**src/rtl/estado_pkg.sv**
```systemverilog
// Shared state encodings for the level-monitor FSM and the seven-segment decoder.
// It also provides a saturating subtract used for offset correction.
package estado_pkg;

   typedef enum logic [2:0] {
      NADA        = 3'b000,
      AVISO       = 3'b001,
      CERO        = 3'b010,
      EMERGENCIA  = 3'b011,
      VENTILACION = 3'b100
   } estado_t;

   // Returns a - b, or zero when b is not below a. The result never wraps.
   function automatic logic [7:0] resta_sat(input logic [7:0] a, input logic [7:0] b);
      logic [7:0] r;
      if (a > b) begin
         r = a - b;
      end else begin
         r = 8'd0;
      end
      return r;
   endfunction

endpackage

```
**src/rtl/contador_confirmacion.sv**
```systemverilog
// Counts consecutive qualifying samples. The counter saturates at N_CONFIRM.
// hecho is high while the sample that completes the run is being accepted.
module contador_confirmacion #(
   parameter int N_CONFIRM = 4
) (
   input  logic clk,
   input  logic reset,
   input  logic clr,
   input  logic valid,
   input  logic cumple,
   output logic hecho
);

   localparam logic [3:0] OBJETIVO = 4'(N_CONFIRM - 1);
   localparam logic [3:0] MAXIMO   = 4'(N_CONFIRM);

   logic [3:0] cuenta_r;

   assign hecho = valid & cumple & (cuenta_r >= OBJETIVO);

   // Consecutive-sample counter; cycles without a strobe leave it unchanged.
   always_ff @(posedge clk) begin
      if (reset) begin
         cuenta_r <= 4'd0;
      end else if (clr) begin
         cuenta_r <= 4'd0;
      end else if (valid) begin
         if (!cumple) begin
            cuenta_r <= 4'd0;
         end else if (cuenta_r < MAXIMO) begin
            cuenta_r <= cuenta_r + 4'd1;
         end else begin
            cuenta_r <= cuenta_r;
         end
      end else begin
         cuenta_r <= cuenta_r;
      end
   end

endmodule

```
**src/rtl/control_estado.sv**
```systemverilog
// Level-monitor state controller. It captures an offset, raises warning and emergency states
// with sample confirmation, and runs a timed ventilation phase. All outputs are registered.
module control_estado
   import estado_pkg::*;
#(
   parameter logic [7:0]  UMBRAL_AVISO = 8'd100,
   parameter logic [7:0]  UMBRAL_EMERG = 8'd180,
   parameter int          N_CONFIRM    = 4,
   parameter logic [15:0] T_VENT       = 16'd50000
) (
   input  logic       clk,
   input  logic       reset,
   input  logic [7:0] nivel,
   input  logic       nivel_valido,
   input  logic       btn_ack,
   output logic [2:0] estado,
   output logic       alarma,
   output logic       ventilador
);

   estado_t     estado_r;
   estado_t     estado_sig;
   logic [7:0]  offset_r;
   logic [7:0]  nivel_corr_s;
   logic [15:0] timer_r;
   logic        ack_pend_r;
   logic        alarma_r;
   logic        ventilador_r;
   logic        cambio_s;
   logic        hecho_aviso_s;
   logic        hecho_emerg_s;
   logic        hecho_bajo_s;
   logic        valido_eval_s;

   assign nivel_corr_s  = resta_sat(nivel, offset_r);
   assign cambio_s      = (estado_sig != estado_r);
   // The calibration sample in CERO is never evaluated against the thresholds.
   assign valido_eval_s = nivel_valido & (estado_r != CERO);

   contador_confirmacion #(.N_CONFIRM(N_CONFIRM)) u_conf_aviso (
      .clk(clk), .reset(reset), .clr(cambio_s), .valid(valido_eval_s),
      .cumple(nivel_corr_s >= UMBRAL_AVISO), .hecho(hecho_aviso_s)
   );

   contador_confirmacion #(.N_CONFIRM(N_CONFIRM)) u_conf_emerg (
      .clk(clk), .reset(reset), .clr(cambio_s), .valid(valido_eval_s),
      .cumple(nivel_corr_s >= UMBRAL_EMERG), .hecho(hecho_emerg_s)
   );

   contador_confirmacion #(.N_CONFIRM(N_CONFIRM)) u_conf_bajo (
      .clk(clk), .reset(reset), .clr(cambio_s), .valid(valido_eval_s),
      .cumple(nivel_corr_s < UMBRAL_AVISO), .hecho(hecho_bajo_s)
   );

   // Next-state decode; unknown encodings fall back to CERO.
   always_comb begin
      estado_sig = estado_r;
      case (estado_r)
         CERO: begin
            if (nivel_valido) estado_sig = NADA;
            else              estado_sig = CERO;
         end
         NADA: begin
            if (hecho_aviso_s) estado_sig = AVISO;
            else               estado_sig = NADA;
         end
         AVISO: begin
            if (hecho_emerg_s)     estado_sig = EMERGENCIA;
            else if (hecho_bajo_s) estado_sig = NADA;
            else                   estado_sig = AVISO;
         end
         EMERGENCIA: begin
            if (nivel_valido && (nivel_corr_s < UMBRAL_EMERG) && (ack_pend_r || btn_ack))
               estado_sig = VENTILACION;
            else
               estado_sig = EMERGENCIA;
         end
         VENTILACION: begin
            if (hecho_emerg_s)          estado_sig = EMERGENCIA;
            else if (timer_r == 16'd0)  estado_sig = NADA;
            else                        estado_sig = VENTILACION;
         end
         default: estado_sig = CERO;
      endcase
   end

   // State, outputs, offset, ack latch and ventilation timer.
   always_ff @(posedge clk) begin
      if (reset) begin
         estado_r     <= CERO;
         alarma_r     <= 1'b0;
         ventilador_r <= 1'b0;
         offset_r     <= 8'd0;
         ack_pend_r   <= 1'b0;
         timer_r      <= 16'd0;
      end else begin
         estado_r     <= estado_sig;
         alarma_r     <= (estado_sig == EMERGENCIA);
         ventilador_r <= (estado_sig == EMERGENCIA) || (estado_sig == VENTILACION);

         if ((estado_r == CERO) && nivel_valido) offset_r <= nivel;
         else                                    offset_r <= offset_r;

         if ((estado_r == EMERGENCIA) && (estado_sig == EMERGENCIA))
            ack_pend_r <= ack_pend_r | btn_ack;
         else
            ack_pend_r <= 1'b0;

         // The timer loads on entry, so VENTILACION lasts exactly T_VENT cycles.
         if ((estado_sig == VENTILACION) && (estado_r != VENTILACION))
            timer_r <= T_VENT - 16'd1;
         else if ((estado_r == VENTILACION) && (timer_r != 16'd0))
            timer_r <= timer_r - 16'd1;
         else
            timer_r <= 16'd0;
      end
   end

   assign estado     = estado_r;
   assign alarma     = alarma_r;
   assign ventilador = ventilador_r;

endmodule

```
**config.mk**
```make
export PLATFORM = sky130hd
export DESIGN_NAME = control_estado
export DESIGN_NICKNAME = d
export VERILOG_FILES = /design/src/rtl/estado_pkg.sv /design/src/rtl/contador_confirmacion.sv /design/src/rtl/control_estado.sv
export SDC_FILE = /design/constraint.sdc
export NUM_CORES = 1
export LEC_CHECK = 0
export CAP_MARGIN = 20
export CORE_MARGIN = 3
export CORE_UTILIZATION = 40
export CTS_BUF_LIST = sky130_fd_sc_hd__clkbuf_4 sky130_fd_sc_hd__clkbuf_8
export DETAILED_ROUTE_END_ITERATION = 8
export GPL_TIMING_DRIVEN = 1
export PLACE_DENSITY = 0.63
export SLEW_MARGIN = 20
export SYNTH_ARGS = -nofsm -noshare
export SYNTH_HDL_FRONTEND = slang
export SYNTH_SLANG_ARGS = --single-unit
```
**constraint.sdc**
```tcl
create_clock -name clk -period 3.4 [get_ports clk]
set_input_delay 0.34 -clock clk [delete_from_list [all_inputs] [get_ports clk]]
set_output_delay 0.34 -clock clk [all_outputs]
set_load 0.01 [all_outputs]
```
==> metrics <==
capturing point of the worst reg2reg path=u_conf_aviso.cuenta_r[2]; fill cell count=about 540; core area=5680 um^2; Worst Setup Path Type=in2reg; final wirelength=~5.0 mm; post-CTS sizing=0; sequential share of the synthesized area=34.8%; hold_buf cts=0; EDFF count, synth=0; Clock H-tree levels=2; footprint of the multi-input gates=~1500 um^2; clk root buf=clkbuf_8; Crit. End Element=flip-flop; initial core utilization=42.6%; Top Ports=17; worst-case reg-to-reg path depth=11; final core occ=49.4%; largest net degree at the start of global routing=17; Tcrit/Tclk final=between 90 and 100%; top post-synthesis cells by area=dfxtp_1 (35%), ha_1 (6.2%), nor2_1 (4.3%); HP Start=offset_r[4]; routability-driven placement congestion ratio=0.896; Clk pin slew, worst setup/hold paths=around 0.080 ns; clock sinks=42; final setup violation count=0; Worst-Skew Late Latency=~0.30 ns; Cells after Synth=about 280; gr ovfl total=0; FMAX=between 0.3 and 0.4 GHz; worst hold path type=reg2reg; Post-synth top flop=dfxtp_1; clock tree buffer depth=2; CP required=around 3.6 ns; fin nets=~330; register area=841 um^2; layout cells sized above 1=11.7%; Post-route DRC=0; via/cell ratio=approximately 5.4; I/O Buffers=16; leakage=approximately 1.1 nW; final hold vios=0; DRT iter0 DRCs=92; Worst Max-Slew Pin Slew=0.701 ns; DIE HEIGHT=83.8 um; max-slew violations=0; cell row count=27; type of origin of the critical path=primary input; Setup Skew=roughly 0.0045 ns; GR Util All Layers=roughly 15%; worst-path fanout max=12; Arrival @ worst endpoint=around 3.3 ns; synth unique cells=58; status=finished, final reports clean; vias in the first global route=~2000; Post-DP HPWL=between 3 and 4 mm; post-synth net total=between 300 and 400; VDD IR max=approximately 0.00021 V; syn avg cell area=~8.5 um^2; TritonCTS Buffers=5; hold path depth=2; Place WS=-0.0412 ns; TritonCTS clock tree=done; relative slew slack=between 50% and 60%; cell taking the most area after synthesis=dfxtp_1; Max-Cap Viols=0; area delta synth->final=15.9%; flop2flop setup slack=between 0.5 and 0.6 ns; Antenna Violating Nets Remaining=0; RSZ-0062 raised after global routing=false; YS warnings=0; setup bufs post-CTS=0; power per cell area=394 nW/um^2; area of the die=between 7000 and 8000 um^2; initial antenna violation count=0; Synth top area share=34.8%; #FFs+latches synth=42; drt first pass iters=4; final setup margin=0.282 ns; first-pass GRT wire length=between 8 and 9 mm; Hold EP=offset_r[4]; min cycle time layout=3.12 ns; Post-synth ARST share=0%; diodes inserted=0; drt wl/cell=~13 um; most frequent cell after synthesis=dfxtp_1; vias post-DR=just over 2000; Crit Reg-Reg Startpoint=offset_r[0]; die width=around 84 um; Post-synth top cells=dfxtp_1 (42), nor2_1 (28), nand2_1 (26), inv_1 (18); cell area after synthesis=between 2000 and 2500 um^2
[power by group]
group / switching, W / total, W / internal (W) / leakage [nW]
Sequential: 0.00000610 / 0.000505 / 0.000499 / 0.340
Combinational: 0.000119 / 0.000199 / 0.0000803 / 0.745
Clock: 0.000174 / 0.000401 / 0.000227 / 0.0548
[metrics by stage]
step	hold slack (ns)	cells	setup TNS (ns)	area [um^2]	total power (W)
floorplan	0.435	283	0	2420	0.000661
global placement	0.442	371	0	2690	0.000714
detailed placement	0.447	371	-0.302	2690	0.000715
CTS	0.459	379	0	2800	0.00112
global route	0.481	379	0	2800	0.00117
finish	0.459	379	0	2800	0.00111
[flip-flops by register name, summed over array words and instances (netlist names)]
signal	flops
timer_r	16
offset_r	8
u_conf_aviso.cuenta_r	4
u_conf_bajo.cuenta_r	4
u_conf_emerg.cuenta_r	4
estado	3
ack_pend_r	1
alarma	1
ventilador	1
[critical path, stage by stage]
cell             delay, ns
clkdlybuf4s50_1       0.47
inv_1                 0.04
ha_1                  0.20
fa_1                  0.39
nand2b_1              0.21
a2111o_1              0.40
o311ai_2              0.11
o2111ai_1             0.25
a21oi_4               0.26
a221oi_2              0.09
o31ai_2               0.22
buf_4                 0.24
nor3_1                0.07
[worst max-delay path by stage]
stage	startpoint	end	slack, ns	cells past startpoint
after floorplan	nivel[0]	u_conf_aviso.cuenta_r[0]	0.56	12
after global placement	nivel[0]	u_conf_aviso.cuenta_r[0]	0.007	13
after detailed placement	nivel[0]	u_conf_bajo.cuenta_r[2]	-0.04	13
after CTS	nivel[0]	u_conf_bajo.cuenta_r[2]	0.28	13
after global routing	nivel[0]	u_conf_bajo.cuenta_r[3]	0.08	13
final	nivel[0]	u_conf_aviso.cuenta_r[2]	0.28	13
[area by class of cell]
cell class / instances / share of cell area [%]
Inverter: 19 / 2.54
Timing Repair Buffer: 24 / 7.86
Tap cell: 72 / 3.21
Sequential cell: 42 / 30.0
Clock buffer: 6 / 2.72
Clock inverter: 2 / 1.34
Multi-Input combinational cell: 214 / 52.3
[metal layers]
layer | global-route usage, % | up-vias | routed length (um)
li1 | - | 1065 | -
met3 | 4.74 | 4 | 283
met1 | 19.1 | 941 | 2410
met4 | 5.70 | 0 | 54
met5 | 0 | - | 0
met2 | 24.3 | 53 | 2250
[placed cells by master, fill, tap and decap left out, types with 3 or more instances in the layout]
master,count
dfxtp_1,42
nor2_1,28
nand2_1,26
inv_1,18
o21ai_0,17
a21oi_1,17
clkdlybuf4s50_1,16
ha_1,12
xnor2_1,11
nor3_1,10
buf_4,8
nand2b_1,7
xor2_1,5
a211oi_1,5
clkbuf_8,5
and3_1,4
o21ai_1,4
nand3_1,4
o21a_1,4
a31oi_1,4
mux2i_1,3
nor2b_1,3
or3_1,3
nand4_1,3
o211a_1,3
[kinds of logic after synthesis]
logic type | count (synthesis) | share of synthesized area, %
adder cells (fa/ha/maj) | 13 | 7.04
XOR/XNOR | 16 | 5.79
AO/OA/AOI/OAI | 80 | 25.1
AND/OR/NAND/NOR | 102 | 21.4
multiplexers | 3 | 1.24
buffers and inverters | 27 | 4.60
flip-flops | 42 | 34.8
(Power assumes the default switching activity.)
